`src/rtl/write_buffer.sv`:
```
// write_buffer: store queue between a write-through data cache and data memory.
//
// Stores (word or byte) are queued in a DEPTH-entry FIFO and drained to memory
// one req/ack transaction at a time, so the core does not wait for memory on a
// store. Read-miss fetches go to memory ahead of queued stores. A read whose
// youngest matching queued store is a full word is answered from the queue
// without touching memory. A read whose youngest match is a byte store waits
// until every matching entry has drained.
//
// Ports:
//   clk_i, rst_ni          clock, asynchronous active-low reset
//   cpu_write_enable_i     store request (wins if both enables are high)
//   cpu_read_enable_i      read-miss fetch request
//   cpu_byte_op_i          store is a single byte, lane = address[1:0]
//   cpu_address_i          request byte address
//   cpu_write_data_i       store data (byte stores use [7:0])
//   cpu_read_data_o        read data, valid in the cycle the read completes
//   stall_o                request not completed this cycle
//   mem_req_o/mem_we_o     registered memory request / write-not-read
//   mem_byte_op_o          registered byte-write flag
//   mem_address_o          registered transaction address
//   mem_write_data_o       registered write data
//   mem_ack_i              memory completes the current transaction
//   mem_read_data_i        read data, valid with mem_ack_i
module write_buffer #(
  parameter int WIDTH = 32,
  parameter int DEPTH = 4
) (
  input  logic             clk_i,
  input  logic             rst_ni,
  input  logic             cpu_write_enable_i,
  input  logic             cpu_read_enable_i,
  input  logic             cpu_byte_op_i,
  input  logic [WIDTH-1:0] cpu_address_i,
  input  logic [WIDTH-1:0] cpu_write_data_i,
  output logic [WIDTH-1:0] cpu_read_data_o,
  output logic             stall_o,
  output logic             mem_req_o,
  output logic             mem_we_o,
  output logic             mem_byte_op_o,
  output logic [WIDTH-1:0] mem_address_o,
  output logic [WIDTH-1:0] mem_write_data_o,
  input  logic             mem_ack_i,
  input  logic [WIDTH-1:0] mem_read_data_i
);

  localparam int PTR_W = $clog2(DEPTH);
  localparam int CNT_W = PTR_W + 1;

  typedef enum logic [1:0] {
    IDLE,
    WRITE,
    READ
  } state_t;

  state_t state;

  logic [WIDTH-1:0] addr_mem [DEPTH];
  logic [WIDTH-1:0] data_mem [DEPTH];
  logic             byte_mem [DEPTH];

  logic [PTR_W-1:0] rd_ptr;
  logic [PTR_W-1:0] wr_ptr;
  logic [CNT_W-1:0] count;

  logic             full;
  logic             push;
  logic             pop;
  logic             read_req;
  logic             fwd_hit;
  logic             hazard;
  logic             read_pending;
  logic [WIDTH-1:0] fwd_data;

  assign full     = (count == CNT_W'(DEPTH));
  // A full queue refuses the store even when the head pops this cycle.
  assign push     = cpu_write_enable_i && !full;
  assign pop      = (state == WRITE) && mem_ack_i;
  assign read_req = cpu_read_enable_i && !cpu_write_enable_i;

  // Walk the live entries oldest to youngest; the last match seen is the
  // youngest, which is the one a load must observe.
  always_comb begin : forward_search
    logic [PTR_W-1:0] idx;
    logic             match_found;
    logic             match_byte;
    // NOTE: every always_comb output gets a default first so no path can
    // leave it unassigned and infer a latch.
    idx         = '0;
    match_found = 1'b0;
    match_byte  = 1'b0;
    fwd_data    = '0;
    for (int i = 0; i < DEPTH; i++) begin
      idx = rd_ptr + PTR_W'(i);
      if ((CNT_W'(i) < count) &&
          (addr_mem[idx][WIDTH-1:2] == cpu_address_i[WIDTH-1:2])) begin
        match_found = 1'b1;
        match_byte  = byte_mem[idx];
        fwd_data    = data_mem[idx];
      end
    end
    fwd_hit = read_req && match_found && !match_byte;
    hazard  = read_req && match_found && match_byte;
  end

  assign read_pending = read_req && !fwd_hit && !hazard;

  always_comb begin
    stall_o         = 1'b0;
    cpu_read_data_o = '0;
    if (cpu_write_enable_i) begin
      stall_o = full;
    end else if (cpu_read_enable_i) begin
      if (fwd_hit) begin
        cpu_read_data_o = fwd_data;
      end else if (!hazard && (state == READ) && mem_ack_i) begin
        cpu_read_data_o = mem_read_data_i;
      end else begin
        stall_o = 1'b1;
      end
    end
  end

  // NOTE: the entry storage has no reset; count and the pointers alone decide
  // which entries are live, so stale contents are never observed.
  always_ff @(posedge clk_i) begin
    if (push) begin
      addr_mem[wr_ptr] <= cpu_address_i;
      data_mem[wr_ptr] <= cpu_write_data_i;
      byte_mem[wr_ptr] <= cpu_byte_op_i;
    end
  end

  // NOTE: sequential state uses non-blocking assignments so every register
  // samples pre-edge values regardless of statement order.
  always_ff @(posedge clk_i or negedge rst_ni) begin
    if (!rst_ni) begin
      rd_ptr <= '0;
      wr_ptr <= '0;
      count  <= '0;
    end else begin
      if (push) wr_ptr <= wr_ptr + 1'b1;
      if (pop)  rd_ptr <= rd_ptr + 1'b1;
      count <= count + CNT_W'(push) - CNT_W'(pop);
    end
  end

  // Memory-side sequencer. Outputs are registered and held until ack; a
  // pending read is launched ahead of any queued store.
  always_ff @(posedge clk_i or negedge rst_ni) begin
    if (!rst_ni) begin
      state            <= IDLE;
      mem_req_o        <= 1'b0;
      mem_we_o         <= 1'b0;
      mem_byte_op_o    <= 1'b0;
      mem_address_o    <= '0;
      mem_write_data_o <= '0;
    end else begin
      case (state)
        IDLE: begin
          if (read_pending) begin
            state            <= READ;
            mem_req_o        <= 1'b1;
            mem_we_o         <= 1'b0;
            mem_byte_op_o    <= 1'b0;
            mem_address_o    <= {cpu_address_i[WIDTH-1:2], 2'b00};
            mem_write_data_o <= '0;
          end else if (count != '0) begin
            state            <= WRITE;
            mem_req_o        <= 1'b1;
            mem_we_o         <= 1'b1;
            mem_byte_op_o    <= byte_mem[rd_ptr];
            mem_address_o    <= addr_mem[rd_ptr];
            mem_write_data_o <= data_mem[rd_ptr];
          end
        end
        WRITE, READ: begin
          if (mem_ack_i) begin
            state            <= IDLE;
            mem_req_o        <= 1'b0;
            mem_we_o         <= 1'b0;
            mem_byte_op_o    <= 1'b0;
            mem_address_o    <= '0;
            mem_write_data_o <= '0;
          end
        end
        default: state <= IDLE;
      endcase
    end
  end

endmodule
```
`config.mk`:
```
export PLATFORM = sky130hd
export DESIGN_NAME = write_buffer
export DESIGN_NICKNAME = d
export VERILOG_FILES = /design/src/rtl/write_buffer.sv
export SDC_FILE = /design/constraint.sdc
export NUM_CORES = 1
export LEC_CHECK = 0
export BUFFER_PORTS_ARGS = -buffer_cell sky130_fd_sc_hd__buf_2
export CORE_MARGIN = 5
export CORE_UTILIZATION = 55
export CTS_BUF_LIST = sky130_fd_sc_hd__clkbuf_16
export CTS_CLUSTER_DIAMETER = 50
export DETAILED_ROUTE_END_ITERATION = 10
export PLACE_DENSITY_LB_ADDON = 0.1
export SYNTH_ARGS = -nofsm -noshare
export SYNTH_HDL_FRONTEND = slang
export SYNTH_SLANG_ARGS = --single-unit
```
`constraint.sdc`:
```
create_clock -name clk_i -period 5 [get_ports clk_i]
set_input_delay 0.25 -clock clk_i [delete_from_list [all_inputs] [get_ports clk_i]]
set_output_delay 0.25 -clock clk_i [all_outputs]
set_load 0.1 [all_outputs]
```
### Word level (Yosys, flattened, before mapping)

Memory sizes are Yosys's and may differ from the RTL's.
Index checks and enable logic that the tools add are counted.

| cells by class | value |
|---|---|
| muxes and demuxes | 42 |
| reduce and logical (&&, ||, !) cells | 25 |
| equal/unequal tests | 9 |
| add/sub/neg operators | 6 |
| order comparisons | 4 |

Operators by type and width:

| cell | count |
|---|---|
| 2-to-1 mux 32 bit | 13 |
| case mux 32 bit (2 select lines) | 2 |
| == test 30 bit | 4 |
| 2-to-1 mux 1 bit | 20 |
| logical AND 1 bit | 14 |
| less-than comparator 1 x 3 -> 1 bit (first input constant) | 2 |
| less-than comparator 2 x 3 -> 1 bit (first input constant) | 2 |
| 2-to-1 mux 2 bit | 3 |
| case mux 1 bit (2 select lines) | 3 |
| zero test 1 bit | 5 |
| adder 2 x 1 -> 2 bit (second input constant) | 2 |
| adder 2 bit (second input constant) | 2 |
| case mux 2 bit (2 select lines) | 1 |
| adder 3 x 1 -> 3 bit | 1 |
| == test 3 bit (second input constant) | 1 |
| != test 3 bit (second input constant) | 1 |
| AND reduction 3 bit | 1 |
| nonzero test 3 bit | 1 |
| subtractor 3 x 1 -> 3 bit | 1 |
| == test 2 x 1 -> 1 bit (second input constant) | 1 |
| == test 2 bit (second input constant) | 1 |
| zero test 2 bit | 1 |
| != test 2 bit (second input constant) | 1 |
| AND reduction 2 bit | 1 |
| other kinds (2) | 2 |

| storage, ports and cells | value |
|---|---|
| output and inout port bits | 100 |
| memories kept | 3 |
| logic and storage cells | 98 |
| flip-flop bits (word level) | 76 |
| memory bits (writable) | 260 |
| input bits | 102 |

Memories:

| memory | depth | width | rd ports | clocked after Yosys merged registers in | wr ports | line | text |
|---|---|---|---|---|---|---|---|
| addr_mem | 4 | 32 | 4 | 0 | 1 | 58 | `logic [WIDTH-1:0] addr_mem [DEPTH];` |
| data_mem | 4 | 32 | 4 | 0 | 1 | 59 | `logic [WIDTH-1:0] data_mem [DEPTH];` |
| byte_mem | 4 | 1 | 4 | 0 | 1 | 60 | `logic byte_mem [DEPTH];` |

### Depth between registers and ports, before layout

An unclocked memory read counts as a cell.

| logic depth | value |
|---|---|
| word-level depth | 16 |
| gate-level depth with buffers | 19 |

### Least setup slack after synthesis

OpenSTA, ideal clock, no wires.

| timing path | value |
|---|---|
| path type | register to output |
| start point | register rd_ptr[0] |
| end point | output port stall_o |
| arrival time | 5475 ps |
| path slack | -725 ps |
| stages on the path, launching flop included | 15 |
| path buffers | 4 |
| cells stage by stage | dfrtp_1 > buf_6 > buf_2 > buf_1 > buf_2 > mux4_2 > xnor2_1 > nand4_1 > nor4_1 > nand4_1 > a41oi_2 > nand2b_1 > a22oi_2 > nor2_1 > o31ai_1 |

| between the ends | value |
|---|---|
| word-level cells in the longest chain between the ends | 16 |

Ends and longest elaborated chain:

| element | line | text |
|---|---|---|
| start: declaration | 62 | `logic [PTR_W-1:0] rd_ptr;` |
| start signal: assignment | 143 | `if (pop) rd_ptr <= rd_ptr + 1'b1;` |
| adder 2 x 1 -> 2 bit or memory (4 x 32 bit) (tied branches) | - |  |
| memory (4 x 32 bit) or == test 30 bit (tied branches) | - |  |
| == test 30 bit or logical AND 1 bit (tied branches) | 96, 95 |  |
| logical AND 1 bit or 2-to-1 mux 1 bit (tied branches) | 95 | `if ((CNT_W'(i) < count) &&` |
| 2-to-1 mux 1 bit (3 in series) | 95 |  |
| logical AND 1 bit | 102, 103 |  |
| logical AND 1 bit | 103 | `hazard = read_req && match_found && match_byte;` |
| zero test 1 bit | 116 | `end else if (!hazard && (state == READ) && mem_ack_i) begin` |
| logical AND 1 bit (2 in series) | 116 |  |
| 2-to-1 mux 1 bit | 116 |  |
| 2-to-1 mux 1 bit (*) | 114 | `if (fwd_hit) begin` |
| 2-to-1 mux 1 bit (*) | 113 | `end else if (cpu_read_enable_i) begin` |
| 2-to-1 mux 1 bit (*) | 111 | `if (cpu_write_enable_i) begin` |
| end: declaration | 37 | `output logic stall_o,` |

Mark *: on every way between the ends. The rest lies on a longest branch, timed or not.

### Worst setup path after layout

| timing path | value |
|---|---|
| start point | register rd_ptr[0] |
| end point | output port cpu_read_data_o[20] |

| between the ends | value |
|---|---|
| word-level cells in the longest chain between the ends | 16 |

Ends and longest elaborated chain:

| element | line | text |
|---|---|---|
| adder 2 x 1 -> 2 bit or memory (4 x 32 bit) (tied branches) | - |  |
| memory (4 x 32 bit) or == test 30 bit (tied branches) | - |  |
| == test 30 bit or logical AND 1 bit (tied branches) | 96, 95 |  |
| logical AND 1 bit or 2-to-1 mux 1 bit (tied branches) | 95 |  |
| 2-to-1 mux 1 bit (3 in series) | 95 |  |
| logical AND 1 bit | 102, 103 |  |
| logical AND 1 bit | 103 |  |
| zero test 1 bit | 116 |  |
| logical AND 1 bit (2 in series) | 116 |  |
| 2-to-1 mux 32 bit | 116 |  |
| 2-to-1 mux 32 bit (*) | 114 |  |
| 2-to-1 mux 32 bit (*) | 113 |  |
| 2-to-1 mux 32 bit (*) | 111 |  |
| end: declaration | 36 | `output logic [WIDTH-1:0] cpu_read_data_o,` |

Marks and branches as above.

==> results.cfg <==
[placement]
dp_cells = 2176
place.gp.congestion = 0.960
place_hpwl_mm = 38.3
place_area_um2 = 21800
io_buffers = 201

[setup_path]
cp_data_required_time_ps = 4750
startpoint_type = flop
reg2reg_depth = 14
critPathMaxFanout = 16
cp_data_arrival_time_ps = 4670
worstSetupPathType = flop to primary output
end_kind = primary output

[job]
max_cap_violations = 0

[yosys]
synth_edf_count = 260
ys_seq_area_share_pct = 49.1
synth_nets = 1711
async_reset_ff_share_pct = 22.6
synthesis.area_um2 = 19800
synth_seq_cells = 336
synth-main-ff-cell = edfxtp_1
yosysWarnings = 0
synthCells = 1597
yosysUniqueCellTypes = 67
avgSynthCellArea_um2 = 12.4

[floorplan]
fp.dieH_um = 200
start_util_pct = 55.7
num_rows = 69
die_area_um2 = 39800
num_io_pins = 202
coreArea_um2 = 35500
die_w_um = 200

[power]
clkPwrFrac_pct = 18.3
switchingPower_mw = 7.00
ir_drop_mv = 0.556
internal-power_mw = 8.50
leakage_nw = 9.56
p_per_area_nw_per_um2 = 644
p_seq_share_pct = 26.6
power.share.combinational_pct = 55.1
sw_frac_of_total_pct = 45.2

[timing]
setup_viol = 0
worst_slew_pin_slew_ps = 825
period_share_pct = 98.4
fin_skew_ps = 32.5
finalMaxSlewViolations = 0
finalHoldViolations = 0
min_period_ps = 4920
slew-limit-headroom_pct = 45.0
fmax_ghz = 0.203

[outcome]
outcome = complete, no violations

[cts]
cts_max_level = 2
cts_made_buffers = 43
tritoncts = yes
cts-root-buf = clkbuf_16
clk_path_buf_depth = 3
clkSlewWorstSetupHoldPaths_ps = 60
numClockSinks = 336
insertion_delay_ps = 560

[detailed_routing]
drt-initial-drc-count = 1667
vias_per_cell = 6.57
first_pass_iters = 6
wl_per_cell_um = 25.7
via_count = 15200
routed_wl_mm = 59.5
ant_nets = 0
route.detailed.drc = 0

[layout]
nets = 1933
final_cell_mix = edfxtp_1 (260), buf_2 (167), mux2i_1 (157)
layout.cells.non_filler = 2317
design_area_um2 = 24100
drive_gt1_share_pct = 29.5
fin_util_pct = 67.8
final_common_cell = edfxtp_1
syn_to_final_growth_pct = 21.8

[global_route]
gr-total-overflow = 0
antenna_found_initial = 4
grt_usage_pct = 29.4
grt_pass1_wl_mm = 90.1
grt_pass1_vias = 15000
grt_max_degree = 88

[hold_path]
hold_path_class = input pin to flop
holdPathStages = 1
## sequential cells by signal, indices dropped and copies added, names as in the netlist
register,count
addr_mem,128
data_mem,128
mem_address_o,32
mem_write_data_o,32
byte_mem,4
count,3
rd_ptr,2
state,2
wr_ptr,2
mem_byte_op_o,1
mem_req_o,1
mem_we_o,1
## metal layers
metal  vias up  track usage (%)  wire length [um]
li1       6712                -                 -
met1      7617             41.8             24400
met2       781             45.5             27700
met3       113             6.96              5980
met4         2             8.70              1390
met5         -                0                12
## timing repair
action | CTS | global route
pin swaps | 4 | 15
setup endpoints to repair | 33 | 33
cloned | 1 | 3
setup buffers | 13 | 6
endpoints found under the hold margin | 189 | 0
hold buffers | 37 | 0
resized for setup | 22 | 36
## power by group through the flow
stage	registers (mW)	logic (mW)	clock network, mW
6_report	4.12	8.54	2.84
5_1_grt	4.19	9.06	3.00
4_1_cts	4.12	8.38	2.88
3_5_place_dp	4.21	8.07	0
3_3_place_gp	4.18	7.98	0
2_1_floorplan	5.34	5.01	0
## stage by stage
step,setup TNS (ps),setup slack (ps),hold slack [ps],total power [mW]
after floorplan,0,136,-45.6,10.4
after global placement,0,491,347,12.2
after detailed placement,0,405,340,12.3
after CTS,0,2.33,9.34,15.4
after global routing,-1.42,-1.42,36.9,16.2
final,0,79.2,39.5,15.5
## final timing paths
kind / slack (ps) / endpoint / from
setup / recovery: 80 / cpu_read_data_o[20] / rd_ptr[0]
hold / removal: 40 / addr_mem[0][12] / cpu_address_i[12]
setup reg to reg: 800 / mem_address_o[5] / rd_ptr[1]
hold reg to reg: 470 / mem_we_o / mem_we_o
max in group asynchronous: 3710 / mem_address_o[28] / rst_ni
min in group asynchronous: 280 / mem_address_o[22] / rst_ni
## synthesized netlist by cell type, types with 28 or more instances
library cell / instances / area, um2
edfxtp_1: 260 / 7810
mux2i_1: 159 / 1590
xnor2_1: 91 / 797
mux2_2: 79 / 890
dfrtp_1: 76 / 1900
a22o_1: 74 / 648
clkbuf_1: 74 / 278
nand2_1: 73 / 274
a21oi_1: 72 / 360
o221ai_1: 63 / 552
mux4_2: 59 / 1330
nor2_1: 58 / 218
o21ai_0: 54 / 270
inv_1: 52 / 195
a221oi_1: 32 / 280
buf_2: 28 / 140
## worst max-delay path: stages, from the launching register on
cell	delay, ps
dfrtp_4	470
buf_6	200
buf_8	190
mux4_2	570
xnor2_1	180
nand4_1	360
nor4_2	310
buf_4	170
nand4_1	200
a41oi_4	290
nand2b_1	90
a22oi_2	210
nor3_4	90
buf_6	160
buf_12	150
a32o_2	280
buf_12	170
## cells by family (layout without fill, tap and decap cells)
logic type | Yosys count | count (layout) | share of synthesized area [%]
other | 0 | 4 | 0
DFF | 336 | 336 | 49.1
AOI/OAI and AO/OA | 383 | 383 | 14.6
muxes | 297 | 297 | 19.3
buffers and inverters | 206 | 461 | 4.89
xor gates and xnor gates | 104 | 104 | 4.61
adders and majority gates | 12 | 12 | 0.798
and+or+nand+nor | 259 | 259 | 6.70
## area by class of cell
class | instances | area (um2)
clock inverter | 35 | 220
timing repair buffer | 330 | 2850
sequential | 336 | 9720
inverter | 53 | 204
fill | 2570 | 11400
multi-input combinational | 1055 | 9410
tap | 461 | 577
antenna | 4 | 10.0
clock buffer | 43 | 1080
Note: power is estimated with default switching activity, not from simulation.
